### config.mk
export PLATFORM = sky130hd
export DESIGN_NAME = muldiv_seq_ctrl
export DESIGN_NICKNAME = d
export VERILOG_FILES = /design/src/rtl/muldiv_seq_ctrl.sv
export SDC_FILE = /design/constraint.sdc
export NUM_CORES = 1
export LEC_CHECK = 0
export CAP_MARGIN = 15
export CORE_ASPECT_RATIO = 0.5
export CORE_MARGIN = 5
export CORE_UTILIZATION = 37
export DETAILED_ROUTE_END_ITERATION = 6
export MAX_ROUTING_LAYER = met4
export PLACE_DENSITY = 0.77
export REMOVE_ABC_BUFFERS = 1
export SYNTH_ARGS = -nofsm -noshare
export SYNTH_HDL_FRONTEND = slang
export SYNTH_SLANG_ARGS = --single-unit
### constraint.sdc
create_clock -name clk -period 1.28 [get_ports clk]
set_input_delay 0.128 -clock clk [delete_from_list [all_inputs] [get_ports clk]]
set_output_delay 0.128 -clock clk [all_outputs]
set_load 0.1 [all_outputs]
### src/rtl/muldiv_seq_ctrl.sv
// muldiv_seq_ctrl: sequencing controller between the execute stage and an
// external multi-cycle multiplier. Latches the op on accept, waits LATENCY
// cycles for the product, then holds the writeback result until it is taken.
// Optional feature: define MULDIV_SEQ_FUSE_EN to add a one-entry product cache
// that lets a repeated operand pair (same product class) complete in one cycle.
module muldiv_seq_ctrl #(
  parameter int LATENCY = 2
) (
  input  logic        clk,
  input  logic        rst,
  input  logic        req_valid,
  output logic        req_ready,
  input  logic [1:0]  req_opcode,
  input  logic [31:0] req_op1,
  input  logic [31:0] req_op2,
  input  logic [4:0]  req_tag,
  input  logic        flush,
  output logic [1:0]  mul_opcode,
  output logic [31:0] mul_op1,
  output logic [31:0] mul_op2,
  input  logic [63:0] mul_product,
  output logic        resp_valid,
  output logic [31:0] resp_result,
  output logic [4:0]  resp_tag,
  input  logic        resp_ready,
  output logic        busy
);

  typedef enum logic [1:0] {
    IDLE = 2'd0,
    CALC = 2'd1,
    DONE = 2'd2
  } state_t;

  localparam logic [1:0] CNT_LOAD = 2'(LATENCY - 1);

  state_t     state;
  state_t     state_nxt;
  logic [1:0] cnt;
  logic       accept;
  logic       capture;
  logic       hit;

  // MUL returns the low word; all high-half variants return the upper word.
  function automatic logic [31:0] sel_half(input logic [1:0] op, input logic [63:0] p);
    return (op == 2'b00) ? p[31:0] : p[63:32];
  endfunction

`ifdef MULDIV_SEQ_FUSE_EN
  // MUL and MULH share a signed x signed product, so they form one class.
  function automatic logic [1:0] op_class(input logic [1:0] op);
    return {op[1], op[1] & op[0]};
  endfunction

  logic        cache_vld;
  logic [63:0] cache_prod;
  logic [31:0] cache_op1;
  logic [31:0] cache_op2;
  logic [1:0]  cache_cls;

  assign hit = cache_vld && (cache_op1 == req_op1) && (cache_op2 == req_op2) &&
               (cache_cls == op_class(req_opcode));

  // Product cache: refilled on every multiplier capture, invalidated on kill.
  always_ff @(posedge clk) begin
    if (rst || flush) begin
      cache_vld <= 1'b0;
    end else if (capture) begin
      cache_vld  <= 1'b1;
      cache_prod <= mul_product;
      cache_op1  <= mul_op1;
      cache_op2  <= mul_op2;
      cache_cls  <= op_class(mul_opcode);
    end
  end
`else
  assign hit = 1'b0;
`endif

  assign resp_valid = (state == DONE);
  assign busy       = (state != IDLE);

  // State register.
  always_ff @(posedge clk) begin
    if (rst) state <= IDLE;
    else     state <= state_nxt;
  end

  // Next-state, handshake and capture strobes; flush overrides everything.
  always_comb begin
    state_nxt = state;
    req_ready = 1'b0;
    capture   = 1'b0;
    case (state)
      IDLE:    req_ready = 1'b1;
      CALC:    capture   = (cnt == 2'd0);
      DONE:    req_ready = resp_ready;
      default: req_ready = 1'b0;
    endcase
    accept = req_valid && req_ready && !flush;
    case (state)
      IDLE: begin
        if (accept) state_nxt = hit ? DONE : CALC;
      end
      CALC: begin
        if (capture) state_nxt = DONE;
      end
      DONE: begin
        if (accept)          state_nxt = hit ? DONE : CALC;
        else if (resp_ready) state_nxt = IDLE;
      end
      default: state_nxt = IDLE;
    endcase
    if (flush) begin
      state_nxt = IDLE;
      capture   = 1'b0;
    end
  end

  // Operand latch, latency counter and result/tag holding registers.
  always_ff @(posedge clk) begin
    if (rst) begin
      cnt         <= 2'd0;
      mul_opcode  <= 2'b00;
      mul_op1     <= 32'd0;
      mul_op2     <= 32'd0;
      resp_result <= 32'd0;
      resp_tag    <= 5'd0;
    end else begin
      if (accept) begin
        mul_opcode <= req_opcode;
        mul_op1    <= req_op1;
        mul_op2    <= req_op2;
        resp_tag   <= req_tag;
        cnt        <= CNT_LOAD;
      end else if (state == CALC && cnt != 2'd0) begin
        cnt <= cnt - 2'd1;
      end
      if (capture) begin
        resp_result <= sel_half(mul_opcode, mul_product);
      end
`ifdef MULDIV_SEQ_FUSE_EN
      if (accept && hit) begin
        resp_result <= sel_half(req_opcode, cache_prod);
      end
`endif
    end
  end

endmodule

==> reports/metrics.cfg <==
[synth]
synth_area_leader_cell = dfxtp_1
synthCells = 511
synth_top_area_share_pct = 43.7
synth-seq-cells = 107
yosysMostFrequentCell = nand2b_1
synth_common_cells = nand2b_1 (142), dfxtp_1 (107), mux2i_1 (71)
async_flop_share_pct = 0
yosysWarnings = 0
avgSynthCellArea_um2 = 9.60
ys_seq_area_share_pct = 43.7
synth-main-ff-cell = dfxtp_1
netlist-cell-type-count = 25
synthTopCellsByArea = dfxtp_1 (44%), nand2b_1 (18%), mux2i_1 (14%)
synth_edf_count = 0
syn_area_um2 = 4910

[flow_run]
drv_cap = 0

[worst_setup_path]
crit_type = reg -> reg
cpMaxStageDelayCell = dfxtp_1
worst-path-max-fanout = 6
cp-endpoint = resp_result[12]
worst_r2r_path_depth = 7
end_kind = flip-flop
critical_path.cell_chain = inv_2 > ha_4 > and4bb_4 > buf_12 > clkbuf_16 > buf_6 > a311oi_2
cp.required_ns = 1.53
r2r_end = resp_result[12]
crit_cells = 7
crit_path_max_incr_delay_ns = 0.33
r2r_setup_slack_ns = -0.27
critPathBufInv = 4
timing.rr.start = cnt[0]
crit_path_start = cnt[0]
critPathArrivalTime_ns = 1.81
critPathTopFamily = buffers and inverters
critPathLaunchType = flip-flop

[cts]
root_buffer = clkbuf_16
cts_sinks = 107
clk_path_buf_depth = 2
cts_max_level = 3
cts_made_buffers = 9
clock_latency_ns = 0.35
postCtsHoldBufs = 0
cts.clk_slew.worst_paths_ns = 0.08
cts_tree = done

[sta]
drv_slew = 0
layout_worst_path_cycle_share_pct = 121
setup_viol = 108
fin_skew_ns = 0.00807
maxSlewHeadroom_pct = 79.5
whs_ns = 0.177
setup_ws_ns = -0.273
grt_setup_unrepaired = true
finalCriticalPeriod_ns = 1.55
worst_slew_pin_slew_ns = 0.307
hold_violations = 0
max_freq_mhz = 644

[power_and_ir_drop]
pwr-share-clk_pct = 31.2
p_per_area_nw_per_um2 = 999
swShare_pct = 31.9
ir_drop_v = 0.000651
internal-power_mw = 6.44
pwr-share-comb_pct = 30.5
power.switching_mw = 3.02
leakagePower_nw = 3.61
fin_total_pwr_mw = 9.47
sequentialPowerShare_pct = 38.3

[detailed_routing]
wl_per_cell_um = 17.8
ant_nets = 0
drt_iter0_markers = 218
drcViolationCount = 0
num_vias = 4615
totalWireLength_um = 17000
viasPerCell = 4.84
detail_route.first_pass.iterations = 4

[outcome]
violations = negative setup slack
outcome = finished, violations left

[floorplan]
dieArea_um2 = 15800
coreArea_um2 = 12800
initial_utilization_pct = 38.3
io_pins = 246
rows = 29
die_w_um = 173
fp.dieH_um = 91.4

[hold_path]
hold_class = in -> reg

[placement]
place_congestion = 0.826
dp_hpwl_um = 12400
io_buffers = 245

[cells_and_area]
area_growth_pct = 93.1
n_antenna_cell = 0
final_nets = 919
drive_gt1_share_pct = 28.4

[grt]
grt.total_usage_pct = 19.9
antenna_found_initial = 0
grt_pass1_vias = 4558
grt_overflow = 0
grt_pass1_wl_um = 24800
grt_max_degree = 67

[stage by stage]
step / cells / TNS [ns] / worst slack (ns) / cell area, um2 / utilization [%]
floorplan: 470 / -256.80 / -2.94 / 4660 / -
CTS: 940 / -11.25 / -0.175 / 9210 / 71.9
detailed placement: 919 / -34.99 / -0.395 / 8770 / 68.4
global placement: 919 / -32.26 / -0.347 / 8770 / 68.4
finish: 953 / -13.26 / -0.273 / 9470 / 74.0
global route: 953 / -19.00 / -0.307 / 9470 / 74.0
[repair_timing]
action	CTS	global route
endpoints found under the setup margin	107	107
pin swaps	4	11
gates cloned	0	3
resized for setup	24	29
buffers inserted	5	10
[cells in the final DEF (no fill, tap or decap), drive strengths merged, types with 3 or more instances in the layout]
cell	count
buf	157
nand2b	142
clkdlybuf4s50	138
dfxtp	107
mux2i	71
nand2	65
nor2	36
a311oi	32
clkbuf	15
inv	3
[area by class of cell]
cell class | count | area (um2)
multi-input combinational | 360 | 2650
clock inverter | 3 | 45.0
fill | 843 | 3330
timing repair buffer | 297 | 4140
sequential | 107 | 2150
inverter | 3 | 11.3
tap | 170 | 213
clock buffer | 13 | 270
[per-layer routing]
metal | global-route usage [%] | up-vias | share of wire, %
li1 | - | 2222 | -
met4 | 6.15 | 0 | 2.8
met2 | 38.5 | 112 | 57
met1 | 20.7 | 2244 | 37
met3 | 3.61 | 37 | 3.5
met5 | - | - | 0
[power groups by stage]
stage	clock (mW)	sequential (mW)	combinational, mW
6_report	2.95	3.63	2.89
5_1_grt	3.16	3.64	2.99
4_1_cts	3.00	3.63	2.85
3_5_place_dp	0	3.70	2.82
3_3_place_gp	0	3.69	2.78
2_1_floorplan	0	4.61	0.517
[logic make-up after synthesis]
family | synth area share [%]
flip-flops | 43.7
AO/OA/AOI/OAI | 8.75
multiplexers | 14.5
AND/OR/NAND/NOR | 27.4
buffers and inverters | 5.25
XOR/XNOR | 0.179
adder cells (fa/ha/maj) | 0.255
[registers in the layout, summed over array words and instances, names as in the netlist]
signal,cells
cnt,2
mul_op1,32
mul_op2,32
mul_opcode,2
resp_result,32
resp_tag,5
state,2
[worst min path at each step]
| stage | endpoint | from | slack [ns] | cells after the start |
|---|---|---|---|---|
| floorplan | resp_result[13] | rst | 0.20 | 1 |
| global placement | mul_op1[5] | mul_op1[5] | 0.49 | 2 |
| detailed placement | mul_op2[6] | mul_op2[6] | 0.50 | 2 |
| CTS | resp_result[25] | rst | 0.16 | 2 |
| global route | resp_result[25] | rst | 0.18 | 2 |
| finish | resp_result[25] | rst | 0.18 | 2 |
Note: power is estimated with default switching activity, not from simulation.
==> edit, RTL diff (config.mk and constraints unchanged) <==
Re-encode `state_t` (3 states) as one-hot, 3 bits wide.
--- a/src/rtl/muldiv_seq_ctrl.sv
+++ b/src/rtl/muldiv_seq_ctrl.sv
@@ -28,6 +28,6 @@
 
-  typedef enum logic [1:0] {
-    IDLE = 2'd0,
-    CALC = 2'd1,
-    DONE = 2'd2
+  typedef enum logic [2:0] {
+    IDLE = 3'b001,
+    CALC = 3'b010,
+    DONE = 3'b100
   } state_t;
Function: same outputs for any inputs over 10 cycles, from zero or initial values and one cycle with rst high; not proved beyond that.
==> edit against the original RTL <==
- the flow still finishes with violations (negative setup slack)
- synthesized area shrank 14%
- highest routed layer unchanged
- hold slack better by 0.0086 ns
- combinational power hardly changed
- critical endpoint is now mul_op1[30]
- wire length rose by 23%
- global-route usage rose by 6.8 points
- critical path depth unchanged
- clock power shrank 7.5%
- sequential cell count increased by 1
- worst setup slack worse by 0.22 ns
- critical path type unchanged
- maximum frequency shrank 12%
- largest power group unchanged
- design area shrank 3.7%
- power fell by 2.1%
==> edit: results (changes against the original RTL) <==
.. list-table::
   :header-rows: 1

   * - Metric
     - Value
   * - Avg Synthesized Cell Area
     - 9.47 um2 (-1.4%)
   * - Final setup viols
     - 111 (+2.8%)
   * - Max rail drop VDD
     - 0.744 mV (+14%)
   * - Share of cells above drive strength 1
     - 30.5% (+2.1 points)
   * - Worst slew margin relative to its limit
     - 74.2% (-5.3 points)
   * - Worst-case setup margin in the final layout
     - -0.492 ns (-0.220 ns)
   * - Top fanout value on the critical path
     - 6 (unchanged)
   * - Wire length after detailed routing
     - 20.9 mm (+23%)
   * - Placed instance count
     - 835 (-9.1%)
   * - Most frequently used flop master after synthesis
     - sky130_fd_sc_hd__dfxtp_1
   * - Pleak
     - 3.52 nW (-2.4%)
   * - Gpl congestion
     - 0.861 (+4.3%)
   * - Sequential area share after synthesis
     - 51.0% (+7.3 points)
   * - Vias per inst
     - 5.44 (+12%)
   * - Vias in the first global route
     - 4818 (+5.7%)
   * - Status
     - complete, but fails checks
   * - CTS H-tree lvls
     - 3 (unchanged)
   * - Top cells by area, synth
     - sky130_fd_sc_hd__dfxtp_1, sky130_fd_sc_hd__mux2i_1, sky130_fd_sc_hd__nor2_1, sky130_fd_sc_hd__a311oi_1, sky130_fd_sc_hd__o21ai_0
   * - Worst-case setup slack after placement
     - -0.559 ns (-0.164 ns)
   * - Inserted Clock Buffers
     - 9 (unchanged)
   * - Maximum number of buffers from clock root to sink
     - 2 (unchanged)
   * - Largest clock skew in the final design
     - 0.00763 ns (-0.000436 ns)
   * - Post-synth cell types
     - 25 (unchanged)
   * - Number of antenna violations at the first check in global routing
     - 0 (unchanged)
   * - Port Buffers
     - 245 (unchanged)
   * - Net count reported at finish
     - 868 (-5.5%)
   * - Type of the tightest min-delay check
     - in2reg
   * - First-pass GRT wire length
     - 27.6 mm (+12%)
   * - Pin count of the biggest net entering global routing
     - 28 (-58%)
   * - Fill cells
     - 558 (-34%)
   * - Overall Global Routing Usage
     - 26.7% (+6.8 points)
   * - Routed WL per cell
     - 23.8 um (+34%)
   * - Violations in the final reports
     - negative setup slack
   * - Antenna fix cells
     - 0 (unchanged)
   * - Clock transition at path regs
     - roughly 0.07 ns
   * - Largest registers
     - mul_op1 x32, mul_op2 x32, resp_result x32
   * - Count of routing violations after the opening detailed-route iteration
     - 330 (+51%)
   * - Clk root buf
     - sky130_fd_sc_hd__clkbuf_16
   * - Top cells by count, synth
     - sky130_fd_sc_hd__dfxtp_1, sky130_fd_sc_hd__nor2_1, sky130_fd_sc_hd__mux2i_1
   * - Later-pin clock latency in the skew report
     - 0.36 ns
   * - Sum Neg Setup Slack
     - -39.57 ns (-26.31 ns)
   * - Endpoint arrival time on the critical path
     - 2.02 ns (+0.21 ns)
   * - Detailed placement HPWL
     - 11.8 mm (-5.3%)
   * - Fraction of registers with async set or reset after synthesis
     - 0% (unchanged)
   * - Switch share
     - 32.3% (+0.40 points)
   * - Detailed-router iteration count before antenna repair
     - 5 (+1)
   * - YS warnings
     - 0 (unchanged)
edit: changes by cell type in the layout (fill, tap and decap cells not counted), sizes merged, moves of 3 or more:
cell,unedited run,this run
nand2b,142,4
buf,157,163
o21ai,0,33
nor2,36,108
clkbuf,15,18
a21oi,0,3
nand2,65,35
edit: worst max-delay path, stage by stage, from the launching register on:
cell and delay (ns):
sky130_fd_sc_hd__dfxtp_2 0.34, sky130_fd_sc_hd__nand3b_1 0.22, sky130_fd_sc_hd__a211oi_4 0.32, sky130_fd_sc_hd__buf_6 0.24, sky130_fd_sc_hd__buf_12 0.13, sky130_fd_sc_hd__buf_16 0.12, sky130_fd_sc_hd__mux2i_1 0.24, sky130_fd_sc_hd__nor2_1 0.07
edit: path summary, 6_finish.rpt:
check | start | end | slack, ns | cells past startpoint
setup reg to reg | state[0] | mul_op1[30] | -0.49 | 7
setup / recovery | state[0] | mul_op1[30] | -0.49 | 7
hold reg to reg | resp_result[17] | resp_result[17] | 0.53 | 2
hold / removal | rst | mul_op2[11] | 0.19 | 2
edit: cells by family after synthesis:
family	synth area share (%)
simple gates	14.7
flops	51.0
mux	16.8
compound gates	11.7
buf+inv	5.43
fa+ha+maj	0.295
xor+xnor	0.206
edit: power groups by stage:
| stage | combinational, mW | clock, mW | sequential, mW |
|---|---|---|---|
| floorplan | 0.498 | 0 | 4.52 |
| global placement | 2.57 | 0 | 3.69 |
| detailed placement | 2.60 | 0 | 3.70 |
| CTS | 2.74 | 2.73 | 3.63 |
| global route | 2.97 | 2.92 | 3.66 |
| finish | 2.89 | 2.73 | 3.65 |
edit: per-layer routing:
metal  GRT usage (%)  routed length [um]  vias to the layer above
li1                -                   -                     2115
met1            28.0                7780                     2392
met2            49.2               11300                      192
met3            4.56                 846                       74
met4            13.4                1020                        0
met5               -                   0                        -
edit: area by class of cell:
type / instances / area (um2) / share of cell area (%)
timing repair buffer: 304 / 4420 / 48.4
clock inverter: 1 / 5.00 / 0.0549
tap: 145 / 181 / 1.99
sequential: 108 / 2170 / 23.8
clock buffer: 15 / 278 / 3.04
multi-input combinational: 300 / 2060 / 22.5
inverter: 4 / 15.0 / 0.165
edit: stage by stage:
step / hold WS [ns] / instance area (um2) / utilization, %
2_1_floorplan: 0.197 / 4030 / -
3_3_place_gp: 0.489 / 8100 / 72.9
3_5_place_dp: 0.521 / 8100 / 72.9
4_1_cts: 0.165 / 8800 / 79.2
5_1_grt: 0.186 / 9120 / 82.1
6_report: 0.186 / 9120 / 82.1
edit: what timing repair did:
item,4_1_cts,5_1_grt
gates cloned,8,3
buffers inserted,8,8
pin swaps,5,27
resized for setup,37,45
endpoints found under the hold margin,0,0
endpoints found under the setup margin,113,113
